## src/rtl/shift_seq_pkg.sv

```systemverilog
// Shared encodings and defaults for the shift-chain sequencer.
package shift_seq_pkg;

  localparam int DEF_WIDTH = 16;
  localparam int DEF_DEPTH = 8;
  localparam int DEF_CNT_W = 4;

  localparam logic [1:0] OP_NOP    = 2'd0;
  localparam logic [1:0] OP_PUSH   = 2'd1;
  localparam logic [1:0] OP_ROTATE = 2'd2;
  localparam logic [1:0] OP_CLEAR  = 2'd3;

  typedef enum logic [1:0] {
    ST_IDLE  = 2'd0,
    ST_SHIFT = 2'd1,
    ST_DONE  = 2'd2
  } state_e;

endpackage

```

## src/rtl/shift_stage_chain.sv

```systemverilog
// DEPTH x WIDTH register chain with per-stage occupancy bits; stage 0 is the
// input end, a shift either loads din or recirculates the tap-end word.
module shift_stage_chain
  import shift_seq_pkg::*;
#(
  parameter int WIDTH = DEF_WIDTH,
  parameter int DEPTH = DEF_DEPTH
) (
  input  logic                   clk,
  input  logic                   rst_n,
  input  logic                   shift_en,
  input  logic                   recirc,
  input  logic                   clear,
  input  logic [WIDTH-1:0]       din,
  output logic [WIDTH*DEPTH-1:0] stage_data,
  output logic [DEPTH-1:0]       stage_valid,
  output logic [WIDTH-1:0]       tap_out
);

  logic [WIDTH*DEPTH-1:0] data_r;
  logic [DEPTH-1:0]       valid_r;
  logic [WIDTH-1:0]       head_s;
  logic                   head_valid_s;

  // Select what enters stage 0 on a shift.
  always_comb begin
    head_s       = din;
    head_valid_s = 1'b1;
    if (recirc) begin
      head_s       = data_r[WIDTH*(DEPTH-1) +: WIDTH];
      head_valid_s = valid_r[DEPTH-1];
    end else begin
      head_s       = din;
      head_valid_s = 1'b1;
    end
  end

  // Chain storage: clear wins over shift.
  always_ff @(posedge clk or negedge rst_n) begin
    if (!rst_n) begin
      data_r  <= {(WIDTH*DEPTH){1'b0}};
      valid_r <= {DEPTH{1'b0}};
    end else if (clear) begin
      data_r  <= {(WIDTH*DEPTH){1'b0}};
      valid_r <= {DEPTH{1'b0}};
    end else if (shift_en) begin
      data_r  <= {data_r[WIDTH*(DEPTH-1)-1:0], head_s};
      valid_r <= {valid_r[DEPTH-2:0], head_valid_s};
    end
  end

  assign stage_data  = data_r;
  assign stage_valid = valid_r;
  assign tap_out     = data_r[WIDTH*(DEPTH-1) +: WIDTH];

endmodule

```

## src/rtl/shift_seq_ctrl.sv

```systemverilog
// Command sequencer for the stage chain: accepts one command at a time and
// drives push / rotate / clear steps, pulsing done on completion.
module shift_seq_ctrl
  import shift_seq_pkg::*;
#(
  parameter int WIDTH = DEF_WIDTH,
  parameter int DEPTH = DEF_DEPTH,
  parameter int CNT_W = DEF_CNT_W
) (
  input  logic                   clk,
  input  logic                   rst_n,
  input  logic                   cmd_valid,
  output logic                   cmd_ready,
  input  logic [1:0]             cmd_op,
  input  logic [CNT_W-1:0]       cmd_len,
  input  logic [WIDTH-1:0]       cmd_data,
  output logic                   busy,
  output logic                   done,
  output logic [WIDTH-1:0]       tap_out,
  output logic [WIDTH*DEPTH-1:0] stage_data,
  output logic [DEPTH-1:0]       stage_valid
);

  state_e           state_r;
  logic [CNT_W-1:0] rem_r;
  logic             ready_r;
  logic             busy_r;
  logic             done_r;
  logic             accept_s;
  logic             shift_en_s;
  logic             recirc_s;
  logic             clear_s;

  assign accept_s = cmd_valid && ready_r;

  // Datapath strobes: push/clear act on the accept edge, rotates in SHIFT.
  always_comb begin
    shift_en_s = 1'b0;
    recirc_s   = 1'b0;
    clear_s    = 1'b0;
    if (state_r == ST_SHIFT) begin
      shift_en_s = 1'b1;
      recirc_s   = 1'b1;
    end else if (accept_s && (cmd_op == OP_PUSH)) begin
      shift_en_s = 1'b1;
    end else if (accept_s && (cmd_op == OP_CLEAR)) begin
      clear_s    = 1'b1;
    end else begin
      shift_en_s = 1'b0;
    end
  end

  // Sequencer FSM; handshake/status outputs are flops tracking the next state.
  always_ff @(posedge clk or negedge rst_n) begin
    if (!rst_n) begin
      state_r <= ST_IDLE;
      rem_r   <= {CNT_W{1'b0}};
      ready_r <= 1'b1;
      busy_r  <= 1'b0;
      done_r  <= 1'b0;
    end else begin
      case (state_r)
        ST_IDLE: begin
          if (accept_s) begin
            ready_r <= 1'b0;
            if ((cmd_op == OP_ROTATE) && (cmd_len != {CNT_W{1'b0}})) begin
              state_r <= ST_SHIFT;
              rem_r   <= cmd_len;
              busy_r  <= 1'b1;
            end else begin
              state_r <= ST_DONE;
              done_r  <= 1'b1;
            end
          end
        end
        ST_SHIFT: begin
          if (rem_r == CNT_W'(1)) begin
            state_r <= ST_DONE;
            rem_r   <= {CNT_W{1'b0}};
            busy_r  <= 1'b0;
            done_r  <= 1'b1;
          end else begin
            rem_r <= rem_r - CNT_W'(1);
          end
        end
        ST_DONE: begin
          state_r <= ST_IDLE;
          done_r  <= 1'b0;
          ready_r <= 1'b1;
        end
        default: begin
          state_r <= ST_IDLE;
          rem_r   <= {CNT_W{1'b0}};
          ready_r <= 1'b1;
          busy_r  <= 1'b0;
          done_r  <= 1'b0;
        end
      endcase
    end
  end

  assign cmd_ready = ready_r;
  assign busy      = busy_r;
  assign done      = done_r;

  shift_stage_chain #(
    .WIDTH (WIDTH),
    .DEPTH (DEPTH)
  ) u_chain (
    .clk         (clk),
    .rst_n       (rst_n),
    .shift_en    (shift_en_s),
    .recirc      (recirc_s),
    .clear       (clear_s),
    .din         (cmd_data),
    .stage_data  (stage_data),
    .stage_valid (stage_valid),
    .tap_out     (tap_out)
  );

endmodule

```

## config.mk

```make
export PLATFORM = sky130hd
export DESIGN_NAME = shift_seq_ctrl
export DESIGN_NICKNAME = d
export VERILOG_FILES = /design/src/rtl/shift_seq_pkg.sv /design/src/rtl/shift_stage_chain.sv /design/src/rtl/shift_seq_ctrl.sv
export SDC_FILE = /design/constraint.sdc
export NUM_CORES = 1
export LEC_CHECK = 0
export CORE_MARGIN = 3
export CORE_UTILIZATION = 52
export CTS_CLUSTER_DIAMETER = 40
export CTS_CLUSTER_SIZE = 16
export DETAILED_ROUTE_END_ITERATION = 16
export PLACE_DENSITY = 0.86
export REMOVE_ABC_BUFFERS = 1
export SETUP_SLACK_MARGIN = 0.1
export SYNTH_ARGS = -nofsm -noshare
export SYNTH_HDL_FRONTEND = slang
export SYNTH_HIERARCHICAL = 1
export SYNTH_SLANG_ARGS = --single-unit
```

## constraint.sdc

```tcl
create_clock -name clk -period 5 [get_ports clk]
set_input_delay 1 -clock clk [delete_from_list [all_inputs] [get_ports clk]]
set_output_delay 1 -clock clk [all_outputs]
set_load 0.01 [all_outputs]
```

==> summary.md, run 1 <==
| Metric | Value |
|---|---|
| Number of slew-limit violations in the final report | `0` |
| Crit path arrival time | `3170 ps` |
| Final setup violation count | `0` |
| Filler cells | `between 700 and 800` |
| Worst hold slack across all endpoints | `535 ps` |
| MaxCap Viol Count | `0` |
| Count of endpoints failing hold in the final timing report | `0` |
| Chip height | `roughly 120 microns` |
| Clock tree sinks | `between 100 and 150` |
| Worst-skew pair later-pin latency | `between 400 and 500 ps` |
| Global router's overall resource usage | `22.7%` |
| Sequential standard cell area | `around 3600 sq um` |
| Power per standard cell area | `approximately 700 nW/um^2` |
| Clock slew seen by the registers of the worst setup and hold paths | `~60 ps` |
| Library cells used by synthesis | `36` |
| Count of placed standard cells including taps | `between 800 and 900` |
| CTS tree | `yes` |
| Synth Warn # | `6` |
| IO Pins | `180` |
| Data required time of the worst path | `roughly 5300 ps` |
| Core Region | `roughly 12000 sq um` |
| Max transition margin | `22.1%` |
| Pin count of the biggest net entering global routing | `between 100 and 150` |
| Outcome | `completed` |
| Average wire length per cell after detail routing | `~18 microns` |
| Number of antenna violations at the first check in global routing | `0` |
| Horizontal die dimension | `between 100 and 150 microns` |
| Overflow after GRT | `0` |
| Vias per Instance | `around 5.5` |
| Maximum VDD drop | `roughly 0.00048 V` |
| Routed via count | `between 4000 and 5000` |
| Root Driver | `clkbuf_16` |
| H-tree lvl count | `4` |
| Sum of routed wire length over all layers | `roughly 15 mm` |
| Final worst-path cycle share | `57.5%` |
| Post-synthesis sequential element count | `145` |
| Starting Density | `about 54%` |
| Detailed Route Iter0 Violations | `slightly above 300` |
| Standard-cell rows | `39` |
| Setup repair after global routing missed its margin | `no` |
| Sequential-to-total area share from yosys stat | `a little under three fifths` |
| Combined area of the multi-input logic cells | `2330 sq um` |
| Transition at the pin with the smallest max-transition slack | `roughly 1200 ps` |
| Highest fanout seen on the critical path | `40` |
| Crit start category | `input port` |
| Minimum clock period | `roughly 2900 ps` |
| Quantity of hold-fixing buffers added after cts | `0` |
| Number of diodes | `0` |
| Layout net count | `roughly 710` |
| Worst setup skew after layout | `5.81 ps` |
| Class of the tightest hold or removal check | `reg2reg` |
| Post-Route Setup TNS | `0 ps` |
| Maximum operating frequency | `0.348 GHz` |
| CTS Buf Count | `17` |
| # resized after CTS | `0` |
| Proportion of layout cells with a drive suffix above 1 | `under 10%` |
| Total leakage power | `~3.8 nW` |
| Half-perimeter wire length after placement | `around 9.6 mm` |
| Type of the worst setup path | `in2reg` |
| Flop-to-flop setup slack | `between 2000 and 3000 ps` |
| Last weighted congestion value of the routability-driven placer | `around 0.85` |
| Post-CTS setup buffer count | `0` |
| Number of global-route vias before repair | `4715` |
| Number of optimization iterations in the first detailed-route pass | `4` |
| Deepest clock path buffer count | `2` |
| Kind of end point of the critical path | `flip-flop` |
| Wire length of the first global-routing pass | `~24 mm` |
| Synthesis-to-finish area growth | `36.5%` |
| I/O Buffers | `~180` |
| Mean instance size in the synthesized netlist | `11.9 sq um` |
| Total die area | `approximately 14000 sq um` |
| Mapped cell area | `6350 sq um` |
| Finished Layout Cells | `843` |
| Final core occ | `approximately three quarters` |
| Count of nets left with antenna violations after detail routing | `0` |
| Post-Syn Instances | `534` |
| Residual DRC count | `0` |
synth_stat cells:
cell type | instances | area (sq um)
nand3_1 | 1 | 5.00
and3b_2 | 1 | 10.0
nor4_1 | 1 | 6.26
buf_6 | 3 | 33.8
or4_4 | 1 | 11.3
o22a_1 | 1 | 8.76
nor2_1 | 140 | 526
nor2b_1 | 1 | 6.26
buf_2 | 7 | 35.0
a21o_2 | 1 | 8.76
nor3b_1 | 2 | 15.0
a311o_1 | 1 | 10.0
or3_1 | 1 | 6.26
a211oi_1 | 19 | 143
nand3b_4 | 1 | 20.0
nor3_1 | 4 | 20.0
mux2i_1 | 136 | 1360
nand2_1 | 3 | 11.3
o211ai_1 | 1 | 7.51
ha_1 | 2 | 25.0
nor4b_1 | 2 | 17.5
dfrtp_1 | 144 | 3600
buf_4 | 23 | 173
o221ai_1 | 1 | 8.76
clkbuf_1 | 10 | 37.5
and2b_2 | 1 | 8.76
nand2b_1 | 2 | 12.5
o21ai_0 | 3 | 15.0
dfstp_2 | 1 | 26.3
o311ai_1 | 1 | 8.76
nand4_1 | 2 | 12.5
and4_1 | 1 | 8.76
buf_1 | 2 | 7.51
a311oi_1 | 2 | 17.5
buf_8 | 7 | 105
inv_1 | 5 | 18.8
metal layers:
layer / share of wire, % / track usage [%] / up-vias
met4: 2.0 / 9.44 / 0
met5: 0 / 0 / -
met2: 49 / 35.8 / 157
met3: 7.0 / 7.10 / 26
li1: - / - / 2126
met1: 42 / 29.4 / 2298
worst paths after layout:
path / start / endpoint / cells after the start
max: cmd_valid / u_chain/stage_data[14] / 6
min: busy / busy / 1
max reg2reg: state_r[1] / u_chain/stage_data[1] / 4
min reg2reg: busy / busy / 1
max in group asynchronous: rst_n / u_chain/stage_data[53] / 2
min in group asynchronous: rst_n / state_r[1] / 1
logic make-up after synthesis:
group                      count (synthesis)  share of synthesized area [%]
buffers and inverters                     57                           6.46
and+or+nand+nor                          164                           11.0
muxes                                    136                           21.4
AOI/OAI and AO/OA                         30                           3.59
DFF                                      145                           57.2
adders and majority gates                  2                          0.394
stage by stage:
stage	area, sq um	total power, W	setup slack [ps]
after floorplan	5960	0.00360	-11250
after global placement	8070	0.00467	1830
after detailed placement	8070	0.00479	1740
after CTS	8670	0.00612	2170
after global routing	8670	0.00644	2030
final	8670	0.00607	2130
placed cells by master (no fill, tap or decap), drive strengths merged, types with 2 or more instances in the layout:
| cell | netlist | final |
|---|---|---|
| a211oi | 19 | 19 |
| a311oi | 2 | 2 |
| buf | 42 | 8 |
| bufinv | 0 | 3 |
| clkbuf | 10 | 20 |
| clkdlybuf4s50 | 0 | 178 |
| clkinv | 0 | 8 |
| dfrtp | 144 | 144 |
| ha | 2 | 2 |
| inv | 5 | 5 |
| mux2i | 136 | 136 |
| nand2 | 3 | 3 |
| nand2b | 2 | 2 |
| nand4 | 2 | 2 |
| nor2 | 140 | 140 |
| nor3 | 4 | 4 |
| nor3b | 2 | 2 |
| nor4b | 2 | 2 |
| o21ai | 3 | 3 |
worst max-delay path, cell delays in order:
cell and delay (ps):
clkdlybuf4s50_1 580, nand3_1 220, o21ai_4 630, buf_12 340
nor2_1 90, a211oi_1 270
registers in the layout, indices dropped and copies added (netlist names):
name                 cells
cmd_ready                1
u_chain/stage_valid      8
done                     1
rem_r                    4
u_chain/stage_data     128
state_r                  2
busy                     1
area by class of cell:
class                   count  share of cell area [%]
clock buffers              20                    5.38
clock inverters            12                    1.59
inverters                   5                   0.216
multi-input cells         332                    26.9
flip-flops and latches    145                    41.9
well taps                 143                    2.06
repair buffers            186                    22.0
power breakdown:
part	switching [W]	leakage [nW]	internal (W)
Clock	0.000469	0.305	0.000816
Sequential	0.000422	1.88	0.00165
Combinational	0.00124	1.58	0.00147
Total	0.00213	3.77	0.00394
Power figures use the tool's default switching activity.
==> run 2, diff against run 1 <==
CORE_UTILIZATION = 43   (was 52)
PLACE_DENSITY = 0.76   (was 0.86)
clock period = 2.4 ns   (was 5 ns; I/O delays follow)
==> run 2 against run 1 <==
Sequential cell count unchanged. Clock-buffer cell count down 3. Cell area up 2.1%. Sequential power up 110%. Hold slack worse by 530 ps. Non-clock buffer count up 10. Global-route usage down 4.5 points. Via count down 3.1%. Clock skew down 0.98 ps. Worst setup slack worse by 1800 ps. Register-to-register slack worse by 2100 ps. Critical path type is now reg2out. Highest routed layer unchanged.
==> summary.md, run 2 (same netlist as run 1, synthesis figures left out) <==
| Metric | Value |
|---|---|
| Most common cell after layout, fill and taps aside | `clkdlybuf4s50_1` |
| Count of nets left with antenna violations after detail routing | `0 (unchanged)` |
| Capturing point of the worst reg2reg path | `u_chain/stage_data[10]` |
| Post-route total power | `0.0127 W (+110%)` |
| Count of placed standard cells including taps | `858 (+5.8%)` |
| Flop-to-flop setup slack | `460 ps (-2130 ps)` |
| Average wire length per cell after detail routing | `16.3 microns (-7.3%)` |
| Crit start category | `flip-flop` |
| Post-placement setup slack | `113 ps (-1630 ps)` |
| Total die area | `16300 sq um (+20%)` |
| Deepest clock path buffer count | `2 (unchanged)` |
| Met2 routed wirelength | `6.96 mm (-4.5%)` |
| Post-CTS setup buffer count | `0 (unchanged)` |
| Starting Density | `44.9% (-9.6 points)` |
| Final setup violation count | `0 (unchanged)` |
| Type of the worst setup path | `reg2out` |
| MaxCap Viol Count | `0 (unchanged)` |
| Max transition margin | `61.2% (+39 points)` |
| Least setup slack across all paths after layout | `355 ps (-1770 ps)` |
| Number of flip-flops under the largest register name | `128 (unchanged)` |
| Wire length the detailed router placed on met1 | `6.55 mm (+6.1%)` |
| Number of optimization iterations in the first detailed-route pass | `6 (+2)` |
| Number of slew-limit violations in the final report | `0 (unchanged)` |
| Slowest cell on the critical path | `dfstp_2` |
| Class of the tightest hold or removal check | `in2async` |
| Standard-cell rows | `43 (+10%)` |
| Finished Layout Cells | `890 (+5.6%)` |
| Worst hold slack across all endpoints | `2.58 ps (-532 ps)` |
| Vias per Instance | `5.02 (-8.2%)` |
| Detailed Route Iter0 Violations | `265 (-12%)` |
| Maximum operating frequency | `roughly 0.49 GHz` |
| Clock tree sinks | `145 (unchanged)` |
| Core Region | `14100 sq um (+21%)` |
| Pin count of the biggest net entering global routing | `73 (-47%)` |
| Sum of routed wire length over all layers | `14.5 mm (-2.2%)` |
| Highest fanout seen on the critical path | `6 (-85%)` |
| Half-perimeter wire length after placement | `9.96 mm (+3.4%)` |
| H-tree lvl count | `4 (unchanged)` |
| Number of antenna violations at the first check in global routing | `0 (unchanged)` |
| Quantity of hold-fixing buffers added after cts | `0 (unchanged)` |
| I/O Buffers | `179 (unchanged)` |
| Worst setup skew after layout | `4.83 ps (-0.979 ps)` |
| Power per standard cell area | `1440 nW/um^2 (+110%)` |
| Cell Chain, Critical Path | `clkdlybuf4s50_1` |
| Layout net count | `724 (+1.4%)` |
| Last weighted congestion value of the routability-driven placer | `0.802 (-5.6%)` |
| Routed via count | `4466 (-3.1%)` |
| Data required time of the worst path | `1920 ps (-3380 ps)` |
| Setup repair after global routing missed its margin | `no` |
| Proportion of layout cells with a drive suffix above 1 | `8.17% (+1.3 points)` |
| IO Pins | `180 (unchanged)` |
| Count of endpoints failing hold in the final timing report | `0 (unchanged)` |
| Transition at the pin with the smallest max-transition slack | `576 ps (-592 ps)` |
| Overflow after GRT | `0 (unchanged)` |
| Highest signal layer in the routed design | `met4` |
| # resized after CTS | `0 (unchanged)` |
| Crit path buffers/inverters | `1 (-1)` |
| Number of diodes | `0 (unchanged)` |
| Routed length on met3 | `797 microns (-23%)` |
| Maximum VDD drop | `0.000666 V (+38%)` |
| Minimum clock period | `2040 ps` |
| Residual DRC count | `0 (unchanged)` |
| Clock slew seen by the registers of the worst setup and hold paths | `60 ps (about the same)` |
| Global router's overall resource usage | `18.2% (-4.5 points)` |
| Wire length of the first global-routing pass | `23.9 mm (-0.52%)` |
| Chip height | `128 microns (+9.5%)` |
| Filler cells | `1138 (+43%)` |
| Outcome | `completed` |
| Worst-skew pair later-pin latency | `410 ps (about the same)` |
| Most frequent cells in the layout | `clkdlybuf4s50_1 (178), dfrtp_1 (144), nor2_1 (139)` |
| Top cell family by delay on the critical path | `flip-flops` |
| Total leakage power | `3.81 nW (+1.2%)` |
| CTS Buf Count | `17 (unchanged)` |
| Synthesis-to-finish area growth | `39.4%` |
| Worst stage delay on the critical path | `600 ps (-30 ps)` |
| CTS tree | `yes` |
| Crit path arrival time | `1560 ps (-1610 ps)` |
| Horizontal die dimension | `128 microns (+9.5%)` |
| Final worst-path cycle share | `a little under nine tenths` |
| Critical R2R Launch | `state_r[1]` |
| Number of global-route vias before repair | `4628 (-1.8%)` |
| Root Driver | `clkbuf_16` |
| Kind of end point of the critical path | `output port` |
| Cell count of the worst reg-to-reg path | `6 (+2)` |
| Post-Route Setup TNS | `0 ps (unchanged)` |
## run 2: cell count changes in the layout (fill, tap and decap cells not counted), sizes merged
cell | before | now
bufinv | 3 | 4
clkinvlp | 1 | 7
clkbuf | 20 | 17
buf | 8 | 18
clkinv | 8 | 4
## run 2: metrics by stage
step,util [%],area (sq um)
floorplan,-,5960
global placement,58.2,8240
detailed placement,58.2,8240
CTS,62.6,8850
global route,62.6,8850
finish,62.6,8850
## run 2: how the worst max path moves through the flow
stage	start	to	slack (ps)	depth (start not counted)
floorplan	cmd_ready	u_chain/stage_valid[0]	-13460	3
global route	cmd_ready	cmd_ready	290	1
CTS	cmd_ready	cmd_ready	330	1
detailed placement	cmd_valid	u_chain/stage_data[10]	110	7
finish	cmd_ready	cmd_ready	360	1
global placement	cmd_op[0]	u_chain/stage_data[98]	200	7
## run 2: final cells by class
type                            instances  area (sq um)  area share, %
Multi-Input combinational cell        332          2330           26.3
Tap cell                              180           225           2.54
Sequential cell                       145          3630           41.0
Timing Repair Buffer                  196          2030           23.0
Inverter                                5          18.8          0.212
Clock buffer                           17           425           4.80
Clock inverter                         15           193           2.18
## run 2: routing by layer
metal / GRT usage (%) / vias to the layer above
met3: 5.02 / 15
met4: 5.68 / 0
met1: 24.7 / 2187
li1: - / 2132
met5: 0 / -
met2: 28.6 / 132
## run 2: report_power, final
group / internal [W] / switching [W] / leakage [nW]
logic: 0.00316 / 0.00252 / 1.65
clock network: 0.00173 / 0.00100 / 0.283
registers: 0.00344 / 0.000891 / 1.88
total: 0.00833 / 0.00442 / 3.81
==> edit 1 (config.mk and constraints of run 1) <==
Change the package constant `DEF_WIDTH` from 16 to 32.
--- a/src/rtl/shift_seq_pkg.sv
+++ b/src/rtl/shift_seq_pkg.sv
@@ -1,7 +1,7 @@
 // Shared encodings and defaults for the shift-chain sequencer.
 package shift_seq_pkg;
 
-  localparam int DEF_WIDTH = 16;
+  localparam int DEF_WIDTH = 32;
   localparam int DEF_DEPTH = 8;
   localparam int DEF_CNT_W = 4;
 
Interface: changed (resized cmd_data, stage_data and tap_out); port bits go from 180 to 340. The function was not compared with the original's and may differ.
==> edit 1 against run 1 <==
- routed wire length increased by 100%
- register-to-register slack worse by 0.10 ns
- synthesized area rose by 86%
- via count increased by 85%
- total power up 93%
- worst setup slack got worse by 0.13 ns
- cell area rose by 88%
- final cell count rose by 87%
- sequential cell count rose by 128
- die area up 81%
- critical path depth is the same
==> edit 1: results (changes against run 1) <==
[metrics] layout multi-input combinational cell count: 604 (was 332)
[metrics] worst-path maximum fanout: 116 (was 40)
[metrics] # H-tree levels: 2 (was 4)
[metrics] reported leakage power: 7.06 nW (was 3.77 nW)
[metrics] worst setup skew after layout: 0.0115 ns (was 0.00581 ns)
[metrics] detailed placement HPWL: 19200 um (was 9630 um)
[metrics] overall via count from detail_route: 8538 (was 4607)
[metrics] number of global-route vias before repair: 8877 (was 4715)
[metrics] met3 usage in global routing: 6.94% (was 7.10%)
[metrics] clock network contribution to total cell area: 8.17% (was 6.97%)
[metrics] filler instances: 1473 (was 797)
[metrics] share of cells above drive strength 1: 7.15% (was 6.86%)
[metrics] drt first pass iters: 6 (was 4)
[metrics] clock insertion delay at the later pin of the skew report: 0.51 ns (was 0.41 ns)
[metrics] pin count of the biggest net entering global routing: 181 (was 137)
[metrics] result of the run: finished clean (unchanged)
[metrics] FF-to-FF End: u_chain/stage_data[5] (was u_chain/stage_data[1])
[metrics] starting DRC count in detailed routing: 525 (was 302)
[metrics] Post-synth top cells: 272 x dfrtp_1, 268 x nor2_1, 264 x mux2i_1 (was 144 x dfrtp_1, 140 x nor2_1, 136 x mux2i_1)
[metrics] met1 Usage GRT: 31.4% (was 29.4%)
[metrics] drt wl/cell: 19.0 um (was 17.6 um)
[metrics] final estimated routing congestion in global placement: 0.848 (was 0.850)
[metrics] fraction of standard cell area that is sequential: 41.9% (about the same)
[metrics] area of combinational cells with multiple inputs: 0.00424 sq mm (was 0.00233 sq mm)
[metrics] max reg flops: 256 (was 128)
[metrics] sequential cell count: 273 (was 145)
[metrics] number of non-filler instances in the completed layout: 1580 (was 843)
[metrics] part of the Yosys area used for sequential elements: 57.7% (was 57.2%)
[metrics] internal power: 7.50 mW (was 3.94 mW)
## edit 1: cell count changes after synthesis, sizes merged
cell	run 1	this run
dfrtp	144	272
nor2	140	268
mux2i	136	264
buf	42	78
clkbuf	10	22
a211oi	19	35
## edit 1: routing by layer
metal  share of wire, %  routed length, um
met4                2.9                859
met1                 40              12100
met5                  0                  0
met3                8.6               2590
met2                 48              14500
## edit 1: cells by family (layout without fill, tap and decap cells)
kind of cell,after synthesis,in the layout
multiplexers,264,264
AO/OA/AOI/OAI,46,46
AND/OR/NAND/NOR,292,292
buffers and inverters,105,423
flip-flops,273,273
adder cells (fa/ha/maj),2,2
## edit 1: through the flow
step           total power [mW]  utilization [%]  cell area, sq um  hold slack [ns]  setup TNS, ns
3_3_place_gp               8.81             67.8             15000            0.511              0
6_report                   11.7             73.8             16300            0.477              0
5_1_grt                    12.4             73.8             16300            0.532              0
4_1_cts                    11.8             73.8             16300            0.500              0
3_5_place_dp               8.98             67.8             15000            0.516              0
2_1_floorplan              6.87                -             11100            0.513       -6470.96
## edit 1: worst max-delay path: stages
cell	delay, ns
clkdlybuf4s50_1	0.58
nand3_1	0.21
o21ai_4	0.46
buf_12	0.51
mux2i_1	0.31
nor2_1	0.08
## edit 1: how the worst max path moves through the flow
stage | slack, ns | start | to | cells past startpoint
4_1_cts | 2.06 | cmd_valid | u_chain/stage_data[198] | 6
6_report | 1.99 | cmd_valid | u_chain/stage_data[198] | 6
3_3_place_gp | 1.63 | cmd_valid | u_chain/stage_data[121] | 6
3_5_place_dp | 1.56 | cmd_valid | u_chain/stage_data[38] | 6
2_1_floorplan | -25.36 | cmd_valid | u_chain/stage_valid[0] | 3
5_1_grt | 1.89 | cmd_valid | u_chain/stage_data[166] | 6
==> edit 2 (flow settings as in run 1) <==
Without the edit above. Reset style: synchronous (`rst_n`), changed in 2 clocked blocks.
--- a/src/rtl/shift_stage_chain.sv
+++ b/src/rtl/shift_stage_chain.sv
@@ -36,7 +36,7 @@
   end
 
   // Chain storage: clear wins over shift.
-  always_ff @(posedge clk or negedge rst_n) begin
+  always_ff @(posedge clk) begin
     if (!rst_n) begin
       data_r  <= {(WIDTH*DEPTH){1'b0}};
       valid_r <= {DEPTH{1'b0}};
--- a/src/rtl/shift_seq_ctrl.sv
+++ b/src/rtl/shift_seq_ctrl.sv
@@ -51,7 +51,7 @@
   end
 
   // Sequencer FSM; handshake/status outputs are flops tracking the next state.
-  always_ff @(posedge clk or negedge rst_n) begin
+  always_ff @(posedge clk) begin
     if (!rst_n) begin
       state_r <= ST_IDLE;
       rem_r   <= {CNT_W{1'b0}};
Formal check against the unedited RTL: differs if rst_n is asserted again (counterexample within 4 cycles, from zero or initial values and one cycle with rst_n low); with rst_n held inactive, the same outputs for 4 cycles.
==> edit 2 against run 1 <==
- clock skew rose by 0.0041 ns
- cell area fell by 8.6%
- worst hold slack got worse by 0.061 ns
- synthesized area fell by 11%
- largest cell class unchanged
- routed wire length fell by 13%
- sequential cell count did not move
- global-route usage fell by 1.3 points
- worst setup slack improved by 0.098 ns
- critical path type unchanged
- via count fell by 6.9%
- core utilization rose by 1.4 points
Power is not compared: it rests on default switching activity, and its combinational part moved more than twofold at a synthesized area within 25%.
==> edit 2: results (changes against run 1) <==
[metrics] result of the run: finished clean (unchanged)
[metrics] longest individual stage delay on the worst path: 0.79 ns (was 0.63 ns)
[metrics] share of cell area taken by muxes after synthesis: 23.9% (was 21.4%)
[metrics] Post-synth top cells: 145 x dfxtp_1, 145 x nor2_1, 135 x mux2i_1 (was 144 x dfrtp_1, 140 x nor2_1, 136 x mux2i_1)
[metrics] unique cell type count in the Yosys netlist: 37 (was 36)
[metrics] filler instances: 743 (was 797)
[metrics] compound-gate portion of the synthesized area: 4.64% (was 3.59%)
[metrics] clock network contribution to total cell area: 7.95% (was 6.97%)
[metrics] overall via count from detail_route: 4287 (was 4607)
[metrics] share of cells above drive strength 1: 5.66% (was 6.86%)
[metrics] top cells by area in the synthesized netlist: dfxtp_1 51%, mux2i_1 24%, nor2_1 9.6% (was dfrtp_1 57%, mux2i_1 21%, nor2_1 8.3%)
[metrics] Non-clock buffers, area share: 23.2% (was 22.0%)
[metrics] number of global-route vias before repair: 4213 (was 4715)
[metrics] met1 Usage GRT: 25.3% (was 29.4%)
[metrics] M2 GR Usage: 36.4% (was 35.8%)
[metrics] clock root cell: clkbuf_8 (was clkbuf_16)
[metrics] measured slew at the worst slew-check pin: 1.08 ns (was 1.17 ns)
[metrics] worst-path maximum fanout: 98 (was 40)
[metrics] clock insertion delay at the later pin of the skew report: 0.50 ns (was 0.41 ns)
[metrics] drt wl/cell: 15.3 um (was 17.6 um)
[metrics] adder-cell share of the synthesized area: 0.442% (was 0.394%)
[metrics] fraction of standard cell area that is sequential: 36.7% (was 41.9%)
[metrics] number of clock-tree buffers in the layout: 19 (was 20)
[metrics] number of antenna violations at the first check in global routing: 0 (unchanged)
[metrics] worst setup skew after layout: 0.00990 ns (was 0.00581 ns)
[metrics] global-route wire length before repair: 20600 um (was 24000 um)
[metrics] sequential cell count: 145 (unchanged)
[metrics] Crit path max-delay family: simple AND/OR/NAND/NOR gates (was buffers and inverters)
[metrics] area of combinational cells with multiple inputs: 0.00235 sq mm (was 0.00233 sq mm)
[metrics] starting DRC count in detailed routing: 249 (was 302)
[metrics] layout multi-input combinational cell count: 340 (was 332)
[metrics] met3 usage in global routing: 7.28% (was 7.10%)
[metrics] met2 wirelength from detailed routing: 6430 um (was 7290 um)
[metrics] number of nets in the layout: 722 (was 714)
[metrics] fraction of post-synthesis cell area in the top cell type by area: 51.3% (was 56.7%)
[metrics] pin count of the biggest net entering global routing: 99 (was 137)
[metrics] share of flip-flops with an asynchronous set or reset after synthesis: 0% (was 100%)
[metrics] crit path max-delay cell type: nand2b_4 (was o21ai_4)
[metrics] sum of met3 wire segment lengths after detailed routing: 945 um (was 1040 um)
[metrics] Non-Clock Buffer Count: 183 (was 186)
[metrics] part of the Yosys area used for sequential elements: 51.3% (was 57.2%)
[metrics] global-route usage over all layers: 21.5% (was 22.7%)
[metrics] post-cts resize count: 0 (unchanged)
[metrics] final estimated routing congestion in global placement: 0.804 (was 0.850)
[metrics] Inverters excl. clock: 8 (was 5)
-- edit 2: changes by cell type in the layout (fill, tap and decap cells not counted), sizes merged, moves of 4 or more --
cell / before / now
a21oi: 0 / 6
buf: 8 / 4
clkinv: 8 / 2
dfrtp: 144 / 0
dfxtp: 0 / 145
inv: 5 / 10
nor2: 140 / 147
-- edit 2: final timing paths --
kind | startpoint | slack, ns | end | cells past startpoint
max | cmd_valid | 2.23 | u_chain/stage_data[0] | 6
min | done | 0.47 | done | 2
max reg2reg | state_r[1] | 2.70 | u_chain/stage_data[0] | 6
min reg2reg | done | 0.47 | done | 2
-- edit 2: metrics by stage --
step | hold WS [ns] | setup slack (ns) | cell area (sq um) | std cells
after global routing | 0.496 | 2.07 | 7920 | 843
after CTS | 0.482 | 2.27 | 7920 | 843
after global placement | 0.460 | 1.81 | 7290 | 812
after detailed placement | 0.468 | 1.73 | 7290 | 812
after floorplan | 0.482 | -10.84 | 5270 | 493
final | 0.474 | 2.23 | 7920 | 843
